**config.mk**
```make
export PLATFORM = sky130hd
export DESIGN_NAME = move_entry
export DESIGN_NICKNAME = d
export VERILOG_FILES = /design/src/rtl/chess_kbd_pkg.sv /design/src/rtl/scan_decode.sv /design/src/rtl/move_entry.sv
export SDC_FILE = /design/constraint.sdc
export NUM_CORES = 1
export LEC_CHECK = 0
export ABC_AREA = 1
export ABC_CLOCK_PERIOD_IN_PS = 3700
export BUFFER_PORTS_ARGS = -buffer_cell sky130_fd_sc_hd__buf_4
export CAP_MARGIN = 20
export CORE_ASPECT_RATIO = 0.8
export CORE_UTILIZATION = 58
export DETAILED_ROUTE_END_ITERATION = 16
export HOLD_SLACK_MARGIN = 0.12
export MAX_ROUTING_LAYER = met4
export PLACE_DENSITY = 0.86
export SLEW_MARGIN = 30
export SYNTH_ARGS = -nofsm -noshare
export SYNTH_HDL_FRONTEND = slang
export SYNTH_HIERARCHICAL = 1
export SYNTH_SLANG_ARGS = --single-unit
```
**constraint.sdc**
```tcl
create_clock -name clk50 -period 3.7 [get_ports clk50]
set_input_delay 0.74 -clock clk50 [delete_from_list [all_inputs] [get_ports clk50]]
set_output_delay 0.74 -clock clk50 [all_outputs]
set_load 0.1 [all_outputs]
```
**src/rtl/chess_kbd_pkg.sv**
```systemverilog
// Shared definitions for the chess keyboard move-entry slice: PS/2 scan codes,
// key classes, entry FSM states and the 6-bit board square type.
package chess_kbd_pkg;

    // Frame marker that precedes the break code
    localparam logic [7:0] SC_BREAK  = 8'hF0;

    // File keys a..h
    localparam logic [7:0] SC_FILE_A = 8'h1C;
    localparam logic [7:0] SC_FILE_B = 8'h32;
    localparam logic [7:0] SC_FILE_C = 8'h21;
    localparam logic [7:0] SC_FILE_D = 8'h23;
    localparam logic [7:0] SC_FILE_E = 8'h24;
    localparam logic [7:0] SC_FILE_F = 8'h2B;
    localparam logic [7:0] SC_FILE_G = 8'h34;
    localparam logic [7:0] SC_FILE_H = 8'h33;

    // Rank keys 1..8
    localparam logic [7:0] SC_RANK_1 = 8'h16;
    localparam logic [7:0] SC_RANK_2 = 8'h1E;
    localparam logic [7:0] SC_RANK_3 = 8'h26;
    localparam logic [7:0] SC_RANK_4 = 8'h25;
    localparam logic [7:0] SC_RANK_5 = 8'h2E;
    localparam logic [7:0] SC_RANK_6 = 8'h36;
    localparam logic [7:0] SC_RANK_7 = 8'h3D;
    localparam logic [7:0] SC_RANK_8 = 8'h3E;

    // Editing / control keys
    localparam logic [7:0] SC_ENTER  = 8'h5A;
    localparam logic [7:0] SC_BKSP   = 8'h66;
    localparam logic [7:0] SC_ESC    = 8'h76;

    typedef enum logic [2:0] {
        KC_FILE  = 3'd0,
        KC_RANK  = 3'd1,
        KC_ENTER = 3'd2,
        KC_BKSP  = 3'd3,
        KC_ESC   = 3'd4,
        KC_OTHER = 3'd5
    } key_class_e;

    typedef enum logic [2:0] {
        S_FFILE   = 3'd0,
        S_FRANK   = 3'd1,
        S_TFILE   = 3'd2,
        S_TRANK   = 3'd3,
        S_CONFIRM = 3'd4,
        S_OUT     = 3'd5
    } entry_state_e;

    // Square index = rank*8 + file, so the rank sits in the top three bits
    typedef logic [5:0] square_t;

    function automatic square_t make_square(input logic [2:0] rank, input logic [2:0] file);
        return {rank, file};
    endfunction

endpackage

```
**src/rtl/scan_decode.sv**
```systemverilog
// Maps one scan-code byte onto a key class and a 0..7 value (file or rank).
module scan_decode
    import chess_kbd_pkg::*;
(
    input  logic [7:0]  code,
    output key_class_e  key_class,
    output logic [2:0]  key_value
);

    // Pure lookup: anything not in the table is reported as OTHER
    always_comb begin
        key_class = KC_OTHER;
        key_value = 3'd0;
        case (code)
            SC_FILE_A: begin key_class = KC_FILE;  key_value = 3'd0; end
            SC_FILE_B: begin key_class = KC_FILE;  key_value = 3'd1; end
            SC_FILE_C: begin key_class = KC_FILE;  key_value = 3'd2; end
            SC_FILE_D: begin key_class = KC_FILE;  key_value = 3'd3; end
            SC_FILE_E: begin key_class = KC_FILE;  key_value = 3'd4; end
            SC_FILE_F: begin key_class = KC_FILE;  key_value = 3'd5; end
            SC_FILE_G: begin key_class = KC_FILE;  key_value = 3'd6; end
            SC_FILE_H: begin key_class = KC_FILE;  key_value = 3'd7; end
            SC_RANK_1: begin key_class = KC_RANK;  key_value = 3'd0; end
            SC_RANK_2: begin key_class = KC_RANK;  key_value = 3'd1; end
            SC_RANK_3: begin key_class = KC_RANK;  key_value = 3'd2; end
            SC_RANK_4: begin key_class = KC_RANK;  key_value = 3'd3; end
            SC_RANK_5: begin key_class = KC_RANK;  key_value = 3'd4; end
            SC_RANK_6: begin key_class = KC_RANK;  key_value = 3'd5; end
            SC_RANK_7: begin key_class = KC_RANK;  key_value = 3'd6; end
            SC_RANK_8: begin key_class = KC_RANK;  key_value = 3'd7; end
            SC_ENTER:  begin key_class = KC_ENTER; key_value = 3'd0; end
            SC_BKSP:   begin key_class = KC_BKSP;  key_value = 3'd0; end
            SC_ESC:    begin key_class = KC_ESC;   key_value = 3'd0; end
            default:   begin key_class = KC_OTHER; key_value = 3'd0; end
        endcase
    end

endmodule

```
**src/rtl/move_entry.sv**
```systemverilog
// Keyboard move entry: collects from-file, from-rank, to-file, to-rank (and
// optionally Enter) from PS/2 frames and presents the move until acknowledged.
module move_entry
    import chess_kbd_pkg::*;
#(
    parameter bit REQUIRE_CONFIRM = 1'b1
)
(
    input  logic        clk50,
    input  logic        resetn,
    input  logic        scan_ready,
    input  logic [7:0]  scan_code1,
    input  logic [7:0]  scan_code2,
    input  logic [7:0]  scan_code3,
    output logic [5:0]  move_from,
    output logic [5:0]  move_to,
    output logic        move_valid,
    input  logic        move_ack,
    output logic [2:0]  entry_state,
    output logic        key_err
);

    entry_state_e state;
    entry_state_e state_next;
    square_t      from_q;
    square_t      from_next;
    square_t      to_q;
    square_t      to_next;
    logic         err_next;
    logic         prev_ready;
    logic         key_event;
    logic         frame_ok;
    key_class_e   key_class;
    logic [2:0]   key_value;
    logic         commit_req;
    square_t      commit_to;

    scan_decode u_decode (
        .code      (scan_code1),
        .key_class (key_class),
        .key_value (key_value)
    );

    // The front end is clocked from a divided clk50, so scan_ready is already
    // synchronous; a rising edge on it marks exactly one key event.
    assign key_event = scan_ready & ~prev_ready;
    assign frame_ok  = (scan_code2 == SC_BREAK) && (scan_code1 == scan_code3);

    // State and datapath registers; prev_ready resets high so a frame flag
    // already asserted at reset release is not mistaken for a new key.
    always_ff @(posedge clk50 or negedge resetn) begin
        if (!resetn) begin
            state      <= S_FFILE;
            from_q     <= '0;
            to_q       <= '0;
            key_err    <= 1'b0;
            prev_ready <= 1'b1;
        end else begin
            state      <= state_next;
            from_q     <= from_next;
            to_q       <= to_next;
            key_err    <= err_next;
            prev_ready <= scan_ready;
        end
    end

    // Next-state, field latching and error decision for each key event
    always_comb begin
        state_next = state;
        from_next  = from_q;
        to_next    = to_q;
        err_next   = 1'b0;
        commit_req = 1'b0;
        commit_to  = to_q;

        if (state == S_OUT) begin
            if (move_ack) begin
                state_next = S_FFILE;
            end
        end else if (state > S_OUT) begin
            state_next = S_FFILE;
        end else if (key_event) begin
            if (!frame_ok) begin
                err_next = 1'b1;
            end else begin
                case (key_class)
                    KC_ESC: begin
                        state_next = S_FFILE;
                        from_next  = '0;
                        to_next    = '0;
                    end
                    KC_BKSP: begin
                        case (state)
                            S_FRANK:   state_next = S_FFILE;
                            S_TFILE:   state_next = S_FRANK;
                            S_TRANK:   state_next = S_TFILE;
                            S_CONFIRM: state_next = S_TRANK;
                            default:   state_next = state;
                        endcase
                    end
                    KC_FILE: begin
                        case (state)
                            S_FFILE: begin
                                state_next = S_FRANK;
                                from_next  = make_square(from_q[5:3], key_value);
                            end
                            S_TFILE: begin
                                state_next = S_TRANK;
                                to_next    = make_square(to_q[5:3], key_value);
                            end
                            default: err_next = 1'b1;
                        endcase
                    end
                    KC_RANK: begin
                        case (state)
                            S_FRANK: begin
                                state_next = S_TFILE;
                                from_next  = make_square(key_value, from_q[2:0]);
                            end
                            S_TRANK: begin
                                to_next = make_square(key_value, to_q[2:0]);
                                if (REQUIRE_CONFIRM) begin
                                    state_next = S_CONFIRM;
                                end else begin
                                    commit_req = 1'b1;
                                    commit_to  = make_square(key_value, to_q[2:0]);
                                end
                            end
                            default: err_next = 1'b1;
                        endcase
                    end
                    KC_ENTER: begin
                        if (state == S_CONFIRM) begin
                            commit_req = 1'b1;
                            commit_to  = to_q;
                        end else begin
                            err_next = 1'b1;
                        end
                    end
                    default: err_next = 1'b1;
                endcase

                // A null move is refused; the source square is kept so only
                // the destination has to be retyped.
                if (commit_req) begin
                    if (from_q == commit_to) begin
                        err_next   = 1'b1;
                        state_next = S_TFILE;
                    end else begin
                        state_next = S_OUT;
                    end
                end
            end
        end
    end

    // Outputs are straight decodes of the registered state and fields
    always_comb begin
        entry_state = state;
        move_valid  = (state == S_OUT);
        move_from   = from_q;
        move_to     = to_q;
    end

endmodule

```
==> summary.txt, run 1 <==
Pwr
  • Internal power: between 300 and 400 uW
  • Comb pwr share: 23.3%
  • Leak: ~0.0013 uW
  • Sw power: around 130 uW
  • Tot Pwr: 436.3 uW
  • Sw Share: between 30% and 40%
  • Pwr dens: about 190 nW/um^2
  • Reg power frac: about 43%
  • VDD IR max: about 120 uV
  • Clock power frac: between 30% and 40%

Drt
  • Final wirelength: 4739 um
  • Initial drt markers: ~110
  • DR pass1 iterations: 4
  • DRC: 0
  • Vias per cell: 5.193
  • Total number of vias: between 2000 and 2500
  • Antenna viol nets, final: 0
  • Wire per inst: 11.73 um

Die
  • Die Y: around 52 um
  • Die Width: around 65 um
  • Num rows: 17
  • Total die area: 3404 um^2
  • Placeable Area: around 2900 um^2
  • Initial core utilization: a little under two thirds
  • # IOs: 45

GRT
  • Tot GR Track Use: between 30% and 40%
  • Initial antenna violation count: 0
  • Total gr overflow: 0
  • First-pass GRT wire length: 8273 um
  • Largest net degree at the start of global routing: 18
  • Vias in the first global route: between 1500 and 2000

STA
  • Minimum clock period: between 2 and 3 ns
  • Setup TNS: 0 ns
  • Achievable frequency: roughly 400 MHz
  • Final cycle utilization of the critical path: between 60% and 70%
  • Actual slew at the worst max-slew pin: around 0.44 ns
  • # setup viols final: 0
  • Worst Hold Slack: 0.3261 ns
  • Clock Skew: approximately 0.00065 ns
  • Slew HR: 70.39%
  • Max-slew violations: 0
  • Fin. Hold Viols: 0
  • RSZ-0062 raised after global routing: no

Layout
  • Area growth syn-to-layout: 22.43%
  • Multi-input logic area: ~1200 um^2
  • # diodes: 0
  • Post-Layout Cell Count: 404
  • Number of fill cells: 259
  • Reg area: 426.7 um^2
  • Layout net count: 395
  • Layout cells sized above 1: approximately a quarter

Logic synthesis
  • Flops & latches, synth: 17
  • Syn avg cell area: 5.770 um^2
  • Synth warn: 6
  • Register area share after synthesis: a little under a quarter
  • Syn Nets: 347
  • Synthesized area: approximately 1800 um^2
  • Cell variety after synth: 27
  • Syn Inst Count: between 300 and 400

Critical path
  • CP Launch Type: input port
  • Worst EP required: between 3 and 4 ns
  • Stages on the worst setup path: 19
  • Nature of the critical path endpoint: flip-flop
  • FF-to-FF End: move_from[3]$_DFFE_PN0P_
  • Kind of critical path: in -> reg
  • Arrival time worst endpoint: roughly 2.7 ns
  • Crit-path slowest cell: nor2_4
  • Reg2reg path depth: 7
  • Crit path top cell by count: nand2_1
  • CP peak stage delay: between 0.15 and 0.2 ns
  • Buf+Inv Stages, Crit Path: 4
  • RR Startpoint: prev_ready$_DFF_PN1_
  • CP top delay family: simple AND/OR/NAND/NOR gates
  • Setup crit end: move_to[3]$_DFFE_PN0P_
  • CP max FO: 9
  • Reg2reg setup slack: 2.06 ns
  • Crit. Startpoint: scan_code1[7]
  • Crit path cell chain: buf_4 > inv_1 > nand2_4 > nor2_4 > nand2_1 > nand2_1 > nor2_2 > nand3_2 > o21bai_2 > inv_2 > nand2_2 > nor2_2 > inv_2 > nor2_2 > a21oi_1 > nor2_2 > nand2_1 > nand2_1 > nand2_1

Placed design
  • PortBufs: 44
  • DP HPWL: between 3000 and 4000 um
  • Routability cong.: ~0.96
  • Cell count after placement: 400

Clocking
  • Worst-path clk slew: around 0.07 ns
  • PostCTS Resize Cnt: 0
  • Skew-Pair Late Insertion Delay: 0.26 ns
  • Clock sinks: 17
  • Setup Buffers After CTS: 0
  • Cts bufs inserted: 3
  • Clk buf depth: 2
  • Htree depth: 1
  • Root buffer cell: clkbuf_8
  • Post-CTS Hold Buffers: 0
  • TritonCTS clock tree: yes

Worst hold path
  • HP Class: in -> async

Flow run
  • Number of max-cap violations: 0

Status
  • Status: finished clean
## cells in the final DEF, fill, tap and decap left out, drive strengths merged
cell and instances:
a21oi 7, buf 44, clkbuf 3, clkinv 2
dfrtp 16, dfstp 1, inv 51, nand2 128
nand3 22, nand3b 2, nand4 12, nor2 57
nor3 3, nor4 1, o211ai 1, o21ai 9
o21bai 1, or2 2, xnor2 4
## worst min path at each step
stage	endpoint	cells past startpoint	slack (ns)
floorplan	entry_state[0]$_DFFE_PN0P_	0	0.44
global placement	move_from[5]$_DFFE_PN0P_	2	0.51
detailed placement	move_to[5]$_DFFE_PN0P_	2	0.51
CTS	move_to[4]$_DFFE_PN0P_	1	0.33
global route	move_from[3]$_DFFE_PN0P_	1	0.34
finish	move_from[4]$_DFFE_PN0P_	1	0.33
## power by group through the flow
stage                     clock network (uW)  registers (uW)  logic (uW)
after floorplan                            0             196        52.1
after global placement                     0             191        98.1
after detailed placement                   0             191         100
after CTS                                149             188         101
after global routing                     156             188         114
final                                    147             188         101
## worst reg2reg max path, cell delays in order (launching register included)
cell     delay [ns]
dfstp_2        0.36
or2_1          0.25
inv_1          0.09
nand3_2        0.11
nor2_2         0.37
nand2_1        0.18
nand2_1        0.11
nand2_1        0.06
## cell usage after synthesis, drive strengths merged
library cell  number  area share [%]
clkinv             1            0.20
nand4             12             4.1
dfstp              1             1.4
o21ai              9             2.4
a21oi              7             2.9
nor2              57              14
o211ai             1            0.41
dfrtp             16              22
nand3             22             6.8
nor3               3            0.82
nand3b             2            0.82
or2                2            0.68
o21bai             1            0.61
nand2            128              29
inv               51              10
buf                1            0.61
xnor2              4             1.9
nor4               1            0.68
## layer usage
| layer | global-route usage, % | up-vias | share of wire (%) |
|---|---|---|---|
| met2 | 54.69 | 57 | 45 |
| met4 | 7.037 | 0 | 1.1 |
| li1 | - | 1082 | - |
| met3 | 4.783 | 7 | 5.7 |
| met1 | 42.23 | 952 | 48 |
| met5 | - | - | 0 |
## flip-flops by register name, indices dropped and copies added, names as in the netlist
register,flops
move_to,6
prev_ready,1
move_from,6
entry_state,3
key_err,1
## final cells by class
class,instances,area share [%]
clock buffers,3,1.832
clock inverters,1,0.2221
inverters,52,8.662
multi-input cells,249,53.58
flip-flops and latches,17,18.93
well taps,38,2.110
repair buffers,44,14.66
## through the flow
| step | setup slack, ns | cell area (um^2) | utilization [%] |
|---|---|---|---|
| 2_1_floorplan | 0.4183 | 1841 | - |
| 3_3_place_gp | 1.035 | 2207 | 76.30 |
| 3_5_place_dp | 0.9443 | 2207 | 76.30 |
| 4_1_cts | 1.212 | 2253 | 77.90 |
| 5_1_grt | 0.8997 | 2253 | 77.90 |
| 6_report | 1.178 | 2253 | 77.90 |
## kinds of logic (layout without fill, tap and decap cells)
logic type	Yosys count	in the layout	synth area share (%)
xor+xnor	4	4	1.903
buf+inv	53	100	11.22
flops	17	17	23.18
compound gates	18	18	6.391
simple gates	227	227	57.31
No activity file was read; power rests on OpenSTA's default activity.
==> run 2: changes to the inputs <==
--- a/config.mk
+++ b/config.mk
@@ -6,15 +6,15 @@
 export NUM_CORES = 1
 export LEC_CHECK = 0
 export ABC_AREA = 1
-export ABC_CLOCK_PERIOD_IN_PS = 3700
+export ABC_CLOCK_PERIOD_IN_PS = 2350
 export BUFFER_PORTS_ARGS = -buffer_cell sky130_fd_sc_hd__buf_4
 export CAP_MARGIN = 20
 export CORE_ASPECT_RATIO = 0.8
-export CORE_UTILIZATION = 58
+export CORE_UTILIZATION = 54
 export DETAILED_ROUTE_END_ITERATION = 16
 export HOLD_SLACK_MARGIN = 0.12
 export MAX_ROUTING_LAYER = met4
-export PLACE_DENSITY = 0.86
+export PLACE_DENSITY = 0.81
 export SLEW_MARGIN = 30
 export SYNTH_ARGS = -nofsm -noshare
 export SYNTH_HDL_FRONTEND = slang
==> constraint.sdc (replaced) <==
create_clock -name clk50 -period 2.35 [get_ports clk50]
set_input_delay 0.47 -clock clk50 [delete_from_list [all_inputs] [get_ports clk50]]
set_output_delay 0.47 -clock clk50 [all_outputs]
set_load 0.1 [all_outputs]
==> run 2 against run 1 <==
Against the previous run: count of clock-buffer cells in the layout unchanged; core utilization decreased by 1.4 points; die area grew 7.2%; combinational power rose by 72%; critical path depth is 1 lower; non-clock buffer count is 16 higher; sequential share of layout area fell by 1.4 points; cell area is 7.8% higher; register-to-register slack lost 1.3 ns; flip-flop and latch count unchanged; wire length rose by 0.19%.
==> summary.txt, run 2 (synthesis results as in run 1) <==
Status
  • Status: finished clean (unchanged)

GRT
  • First-pass GRT wire length: 7541 um (was 8273 um)
  • Vias in the first global route: 1841 (was 1964)
  • Largest net degree at the start of global routing: 18 (unchanged)
  • Initial antenna violation count: 0 (unchanged)
  • Total gr overflow: 0 (unchanged)
  • Tot GR Track Use: 28.04% (was 32.70%)

Die
  • Initial core utilization: 57.96% (was 63.62%)
  • # IOs: 45 (unchanged)
  • Die Y: 54.22 um (was 52.39 um)
  • Total die area: 3647 um^2 (was 3404 um^2)
  • Num rows: 18 (was 17)
  • Die Width: 67.27 um (was 64.98 um)
  • Placeable Area: 3176 um^2 (was 2893 um^2)

STA
  • Clock Skew: 0.003649 ns (was 0.0006469 ns)
  • Fin. Hold Viols: 0 (unchanged)
  • Slew HR: 69.09% (was 70.39%)
  • Final cycle utilization of the critical path: approximately 94%
  • Actual slew at the worst max-slew pin: 0.4631 ns (was 0.4436 ns)
  • Max-slew violations: 0 (unchanged)
  • Worst Hold Slack: 0.3314 ns (was 0.3261 ns)
  • Achievable frequency: around 450 MHz
  • # setup viols final: 0 (unchanged)
  • Minimum clock period: 2.198 ns

Critical path
  • Crit-path slowest cell: a21oi_2 (was nor2_4)
  • Crit path top cell by count: nand2_1 (unchanged)
  • Nature of the critical path endpoint: flip-flop (unchanged)
  • CP top delay family: simple AND/OR/NAND/NOR gates (unchanged)
  • Worst EP required: 2.49 ns (was 3.86 ns)
  • CP peak stage delay: 0.30 ns (was 0.18 ns)
  • Arrival time worst endpoint: 2.34 ns (was 2.68 ns)
  • Crit path cell chain: buf_4 > inv_1 > nand2_2 > nor2_4 > nand2_1 > nand2_2 > nor2_2 > nand3_2 > nand2_1 > inv_2 > nand2_4 > inv_2 > nand2_2 > o21ai_1 > a21oi_2 > nand2_4 > nand2_1 > nand2_1 (was buf_4 > inv_1 > nand2_4 > nor2_4 > nand2_1 > nand2_1 > nor2_2 > nand3_2 > o21bai_2 > inv_2 > nand2_2 > nor2_2 > inv_2 > nor2_2 > a21oi_1 > nor2_2 > nand2_1 > nand2_1 > nand2_1)
  • Kind of critical path: in -> reg (unchanged)
  • CP Launch Type: input port (unchanged)
  • CP max FO: 5 (was 9)
  • Buf+Inv Stages, Crit Path: 4 (unchanged)

Placed design
  • Routability cong.: 0.9833 (was 0.9647)
  • DP HPWL: 3849 um (was 3935 um)
  • Placed cell areas: 2307 um^2 (was 2207 um^2)
  • PortBufs: 44 (unchanged)

Layout
  • Multi-input logic area: 1259 um^2 (was 1207 um^2)
  • Most common cell after layout, fill and taps aside: nand2_1 (unchanged)
  • Layout net count: 412 (was 395)
  • Number of fill cells: 264 (was 259)
  • Reg area: 426.7 um^2 (unchanged)
  • Area growth syn-to-layout: 32.02% (was 22.43%)
  • # diodes: 0 (unchanged)
  • Final Cell Area: 2430 um^2 (was 2253 um^2)
  • Layout cells sized above 1: 32.11% (was 26.50%)
  • Commonest non-fill, non-tap cells in the layout: nand2_1, buf_4, nor2_1 (unchanged)

Drt
  • DRC: 0 (unchanged)
  • Antenna viol nets, final: 0 (unchanged)
  • Initial drt markers: 95 (was 109)
  • Vias per cell: 5.090 (was 5.193)
  • Total number of vias: 2153 (was 2098)
  • Final wirelength: 4748 um (was 4739 um)
  • Wire per inst: 11.22 um (was 11.73 um)
  • DR pass1 iterations: 4 (unchanged)

Clocking
  • Cts bufs inserted: 3 (unchanged)
  • Root buffer cell: clkbuf_8 (unchanged)
  • Clock sinks: 17 (unchanged)
  • Clk buf depth: 2 (unchanged)
  • Worst-path clk slew: 0.07 ns (about the same)
  • Htree depth: 1 (unchanged)
  • Skew-Pair Late Insertion Delay: 0.25 ns (was 0.26 ns)
  • TritonCTS clock tree: yes (unchanged)

Pwr
  • Tot Pwr: 690.4 uW (was 436.3 uW)
  • VDD IR max: 167.7 uV (was 118.8 uV)
  • Leak: 0.001356 uW (was 0.001277 uW)
  • Pwr dens: 284.1 nW/um^2 (was 193.6 nW/um^2)

Worst hold path
  • HP Class: in -> reg (was in -> async)

Flow run
  • Number of max-cap violations: 0 (unchanged)
[run 2: path summary, 6_finish.rpt]
| check | start | end | slack [ns] | depth (start not counted) |
|---|---|---|---|---|
| worst max-delay path | scan_code1[4] | move_to[2]$_DFFE_PN0P_ | 0.15 | 18 |
| worst min-delay path | scan_ready | prev_ready$_DFF_PN1_ | 0.33 | 1 |
| worst max register to register | entry_state[0]$_DFFE_PN0P_ | entry_state[0]$_DFFE_PN0P_ | 0.72 | 10 |
| worst min register to register | move_from[5]$_DFFE_PN0P_ | move_from[5]$_DFFE_PN0P_ | 0.52 | 2 |
| max in group asynchronous | resetn | prev_ready$_DFF_PN1_ | 1.49 | 2 |
| min in group asynchronous | resetn | move_from[5]$_DFFE_PN0P_ | 0.61 | 2 |
[run 2: area by class of cell]
cell class                      instances  share of cell area (%)
Multi-Input combinational cell        250                   51.80
Clock inverter                          1                  0.2060
Sequential cell                        17                   17.56
Tap cell                               40                   2.060
Clock buffer                            3                   1.699
Inverter                               52                   8.033
Timing Repair Buffer                   60                   18.64
[run 2: repair_timing]
item | in CTS | in global routing
gates resized for setup | 0 | 12
endpoints found under the setup margin | 0 | 6
setup buffers | 0 | 3
endpoints found under the hold margin | 16 | 0
hold buffers | 1 | 0
[run 2: per-layer routing]
| layer | vias to the layer above | part of all wire, % | track usage (%) |
|---|---|---|---|
| met5 | - | 0 | - |
| met1 | 959 | 49 | 37.96 |
| met2 | 73 | 45 | 46.50 |
| li1 | 1119 | - | - |
| met4 | 0 | 0.29 | 3.191 |
| met3 | 2 | 6.0 | 3.333 |
[run 2: metrics by stage]
step                setup WS (ns)  utilization (%)  setup TNS (ns)  instances
detailed placement       -0.07642            72.66         -0.4510        414
CTS                        0.1863            74.43               0        419
global placement         -0.06859            72.66         -0.3516        414
floorplan                 0.05776                -               0        319
finish                     0.1518            76.52               0        423
global route             -0.01347            76.52        -0.01530        423
[run 2: worst register-to-register path, cell delays in order, from the launching register on]
cell	delay [ns]
dfrtp_1	0.47
nor2_1	0.20
nand2_1	0.14
inv_2	0.08
nand2_2	0.08
inv_2	0.07
nor2_2	0.04
a21oi_4	0.20
nand3_2	0.11
nand2_1	0.07
nand2_1	0.05
[run 2: power breakdown]
group	internal (uW)	leakage (uW)	switching (uW)
Clock	118	0.0000255	103
Combinational	71.8	0.00110	102
Sequential	295	0.000233	0.820
==> run 3: changes to the inputs <==
==> constraint.sdc (replaced) <==
create_clock -name clk50 -period 2.35 [get_ports clk50]
set_input_delay 0.235 -clock clk50 [delete_from_list [all_inputs] [get_ports clk50]]
set_output_delay 0.235 -clock clk50 [all_outputs]
set_load 0.1 [all_outputs]
==> run 3 against run 2 <==
Against the previous run: first-iteration DRC count is 22% higher; total power down 3.0%; flip-flop and latch count is the same; hold slack improved by 0.078 ns; clock skew is 0.0014 ns higher; register-to-register slack about the same; combinational power fell by 7%; maximum frequency grew 6.6%; critical path type unchanged; highest routed layer unchanged.
==> summary.txt, run 3 (synthesis results as in run 1) <==
Clocking
  • Clk buf depth: 2 (unchanged)
  • Htree depth: 1 (unchanged)
  • Worst-path clk slew: 0.07 ns (about the same)
  • Clock sinks: 17 (unchanged)
  • Root buffer cell: clkbuf_8 (unchanged)
  • Cts bufs inserted: 3 (unchanged)
  • Setup Buffers After CTS: 0 (unchanged)
  • TritonCTS clock tree: yes (unchanged)
  • Skew-Pair Late Insertion Delay: 0.25 ns (about the same)

GRT
  • Initial antenna violation count: 0 (unchanged)
  • Largest net degree at the start of global routing: 18 (unchanged)
  • Tot GR Track Use: 29.24% (was 28.04%)
  • Total gr overflow: 0 (unchanged)
  • Vias in the first global route: 1782 (was 1841)
  • First-pass GRT wire length: 7769 um (was 7541 um)

Die
  • Die Width: 67.27 um (unchanged)
  • Num rows: 18 (unchanged)
  • Initial core utilization: 57.96% (unchanged)
  • # IOs: 45 (unchanged)
  • Die Y: 54.22 um (unchanged)
  • Placeable Area: 3176 um^2 (unchanged)
  • Total die area: 3647 um^2 (unchanged)

Flow run
  • Number of max-cap violations: 0 (unchanged)

STA
  • Achievable frequency: 485.0 MHz (was 454.9 MHz)
  • Clock Skew: 0.005002 ns (was 0.003649 ns)
  • RSZ-0062 raised after global routing: no
  • Slew HR: 69.42% (was 69.09%)
  • Fin. Hold Viols: 0 (unchanged)
  • Max-slew violations: 0 (unchanged)
  • Setup TNS: 0 ns (unchanged)
  • Actual slew at the worst max-slew pin: 0.4581 ns (was 0.4631 ns)
  • # setup viols final: 0 (unchanged)
  • Final cycle utilization of the critical path: 87.74% (was 93.54%)
  • Minimum clock period: 2.062 ns (was 2.198 ns)

Pwr
  • Pwr dens: 293.2 nW/um^2 (was 284.1 nW/um^2)
  • Leak: 0.001285 uW (was 0.001356 uW)
  • VDD IR max: 228.0 uV (was 167.7 uV)

Placed design
  • Routability cong.: 0.9398 (was 0.9833)
  • Cell count after placement: 402 (was 414)
  • Placed cell areas: 2217 um^2 (was 2307 um^2)
  • PortBufs: 44 (unchanged)
  • DP HPWL: 3722 um (was 3849 um)

Layout
  • Most common cell after layout, fill and taps aside: nand2_1 (unchanged)
  • Area growth syn-to-layout: 24.07% (was 32.02%)
  • Layout net count: 397 (was 412)
  • Final Cell Area: 2283 um^2 (was 2430 um^2)
  • Post-Layout Cell Count: 408 (was 423)
  • Layout cells sized above 1: 26.63% (was 32.11%)
  • # diodes: 0 (unchanged)
  • Commonest non-fill, non-tap cells in the layout: nand2_1, buf_4, nor2_1 (unchanged)

Drt
  • Vias per cell: 5.172 (was 5.090)
  • DRC: 0 (unchanged)
  • Wire per inst: 11.31 um (was 11.22 um)
  • Antenna viol nets, final: 0 (unchanged)
  • Total number of vias: 2110 (was 2153)
  • DR pass1 iterations: 5 (was 4)
  • Initial drt markers: 116 (was 95)
  • Final wirelength: 4615 um (was 4748 um)

Critical path
  • Arrival time worst endpoint: 2.20 ns (was 2.34 ns)
  • CP Launch Type: input port (unchanged)
  • CP max FO: 5 (unchanged)
  • Worst EP required: 2.49 ns (about the same)
  • Kind of critical path: in -> reg (unchanged)
  • Nature of the critical path endpoint: flip-flop (unchanged)

Worst hold path
  • HP Class: in -> async (was in -> reg)

Status
  • Status: finished clean (unchanged)
## run 3: cell count changes in the layout (fill, tap and decap cells not counted), moves of 2 or more
cell | previous run | this run
buf_4 | 59 | 44
nand2_1 | 107 | 114
nand2_2 | 17 | 10
nor2_4 | 6 | 4
## run 3: per-layer routing
layer	global-route usage, %	vias up	part of all wire (%)
met5	-	-	0
met4	3.191	0	1.3
met3	3.750	8	6.9
met2	46.83	82	43
met1	40.71	937	48
li1	-	1083	-
## run 3: repair_timing
| item | CTS | global route |
|---|---|---|
| gates resized for setup | 0 | 0 |
| setup endpoints to repair | 0 | 0 |
| hold endpoints to repair | 18 | 0 |
| hold buffers | 2 | 0 |
## run 3: report_power, final
part | switching (uW) | internal (uW) | leakage [uW]
combinational | 97.3 | 64.2 | 0.00103
sequential | 0.728 | 295 | 0.000233
clock | 94.9 | 117 | 0.0000255
## run 3: path summary, 6_finish.rpt
check | startpoint | to | slack (ns) | cells past startpoint
hold / removal | resetn | key_err$_DFF_PN0_ | 0.41 | 2
min in group clk50 | move_ack | entry_state[1]$_DFFE_PN0P_ | 0.49 | 5
max in group asynchronous | resetn | prev_ready$_DFF_PN1_ | 1.69 | 2
setup reg to reg | entry_state[0]$_DFFE_PN0P_ | move_from[2]$_DFFE_PN0P_ | 0.71 | 8
hold reg to reg | move_to[0]$_DFFE_PN0P_ | move_to[0]$_DFFE_PN0P_ | 0.53 | 2
setup / recovery | scan_code1[3] | move_to[4]$_DFFE_PN0P_ | 0.29 | 19
## run 3: area by class of cell
cell class	instances	area [um^2]
clock inverters	1	5.005
flip-flops and latches	17	426.7
well taps	40	50.05
fillers	290	892.1
inverters	52	195.2
repair buffers	46	350.3
multi-input cells	249	1215
clock buffers	3	41.29
## run 3: worst max-delay path, stage by stage
cell,delay [ns]
buf_4,0.13
inv_2,0.06
nand2_2,0.07
nor2_1,0.28
nand2_1,0.09
nand2_1,0.09
nor2_2,0.04
nand3_2,0.07
o21bai_2,0.10
inv_2,0.10
nand2_2,0.06
nor2_2,0.17
inv_2,0.09
nor2_2,0.11
a21oi_1,0.06
nor2_2,0.17
nand2_1,0.12
nand2_1,0.09
nand2_1,0.05
## run 3: per-stage QoR
step | hold WS, ns | total power [uW] | utilization, % | setup slack [ns]
6_report | 0.4096 | 669.6 | 71.91 | 0.2881
3_5_place_dp | 0.1080 | 458.5 | 69.82 | 0.1001
5_1_grt | 0.4353 | 713.8 | 71.91 | 0.03446
4_1_cts | 0.3829 | 671.2 | 71.91 | 0.3420
3_3_place_gp | 0.1068 | 456.3 | 69.82 | 0.1530
2_1_floorplan | -0.06059 | 390.5 | - | 0.05776
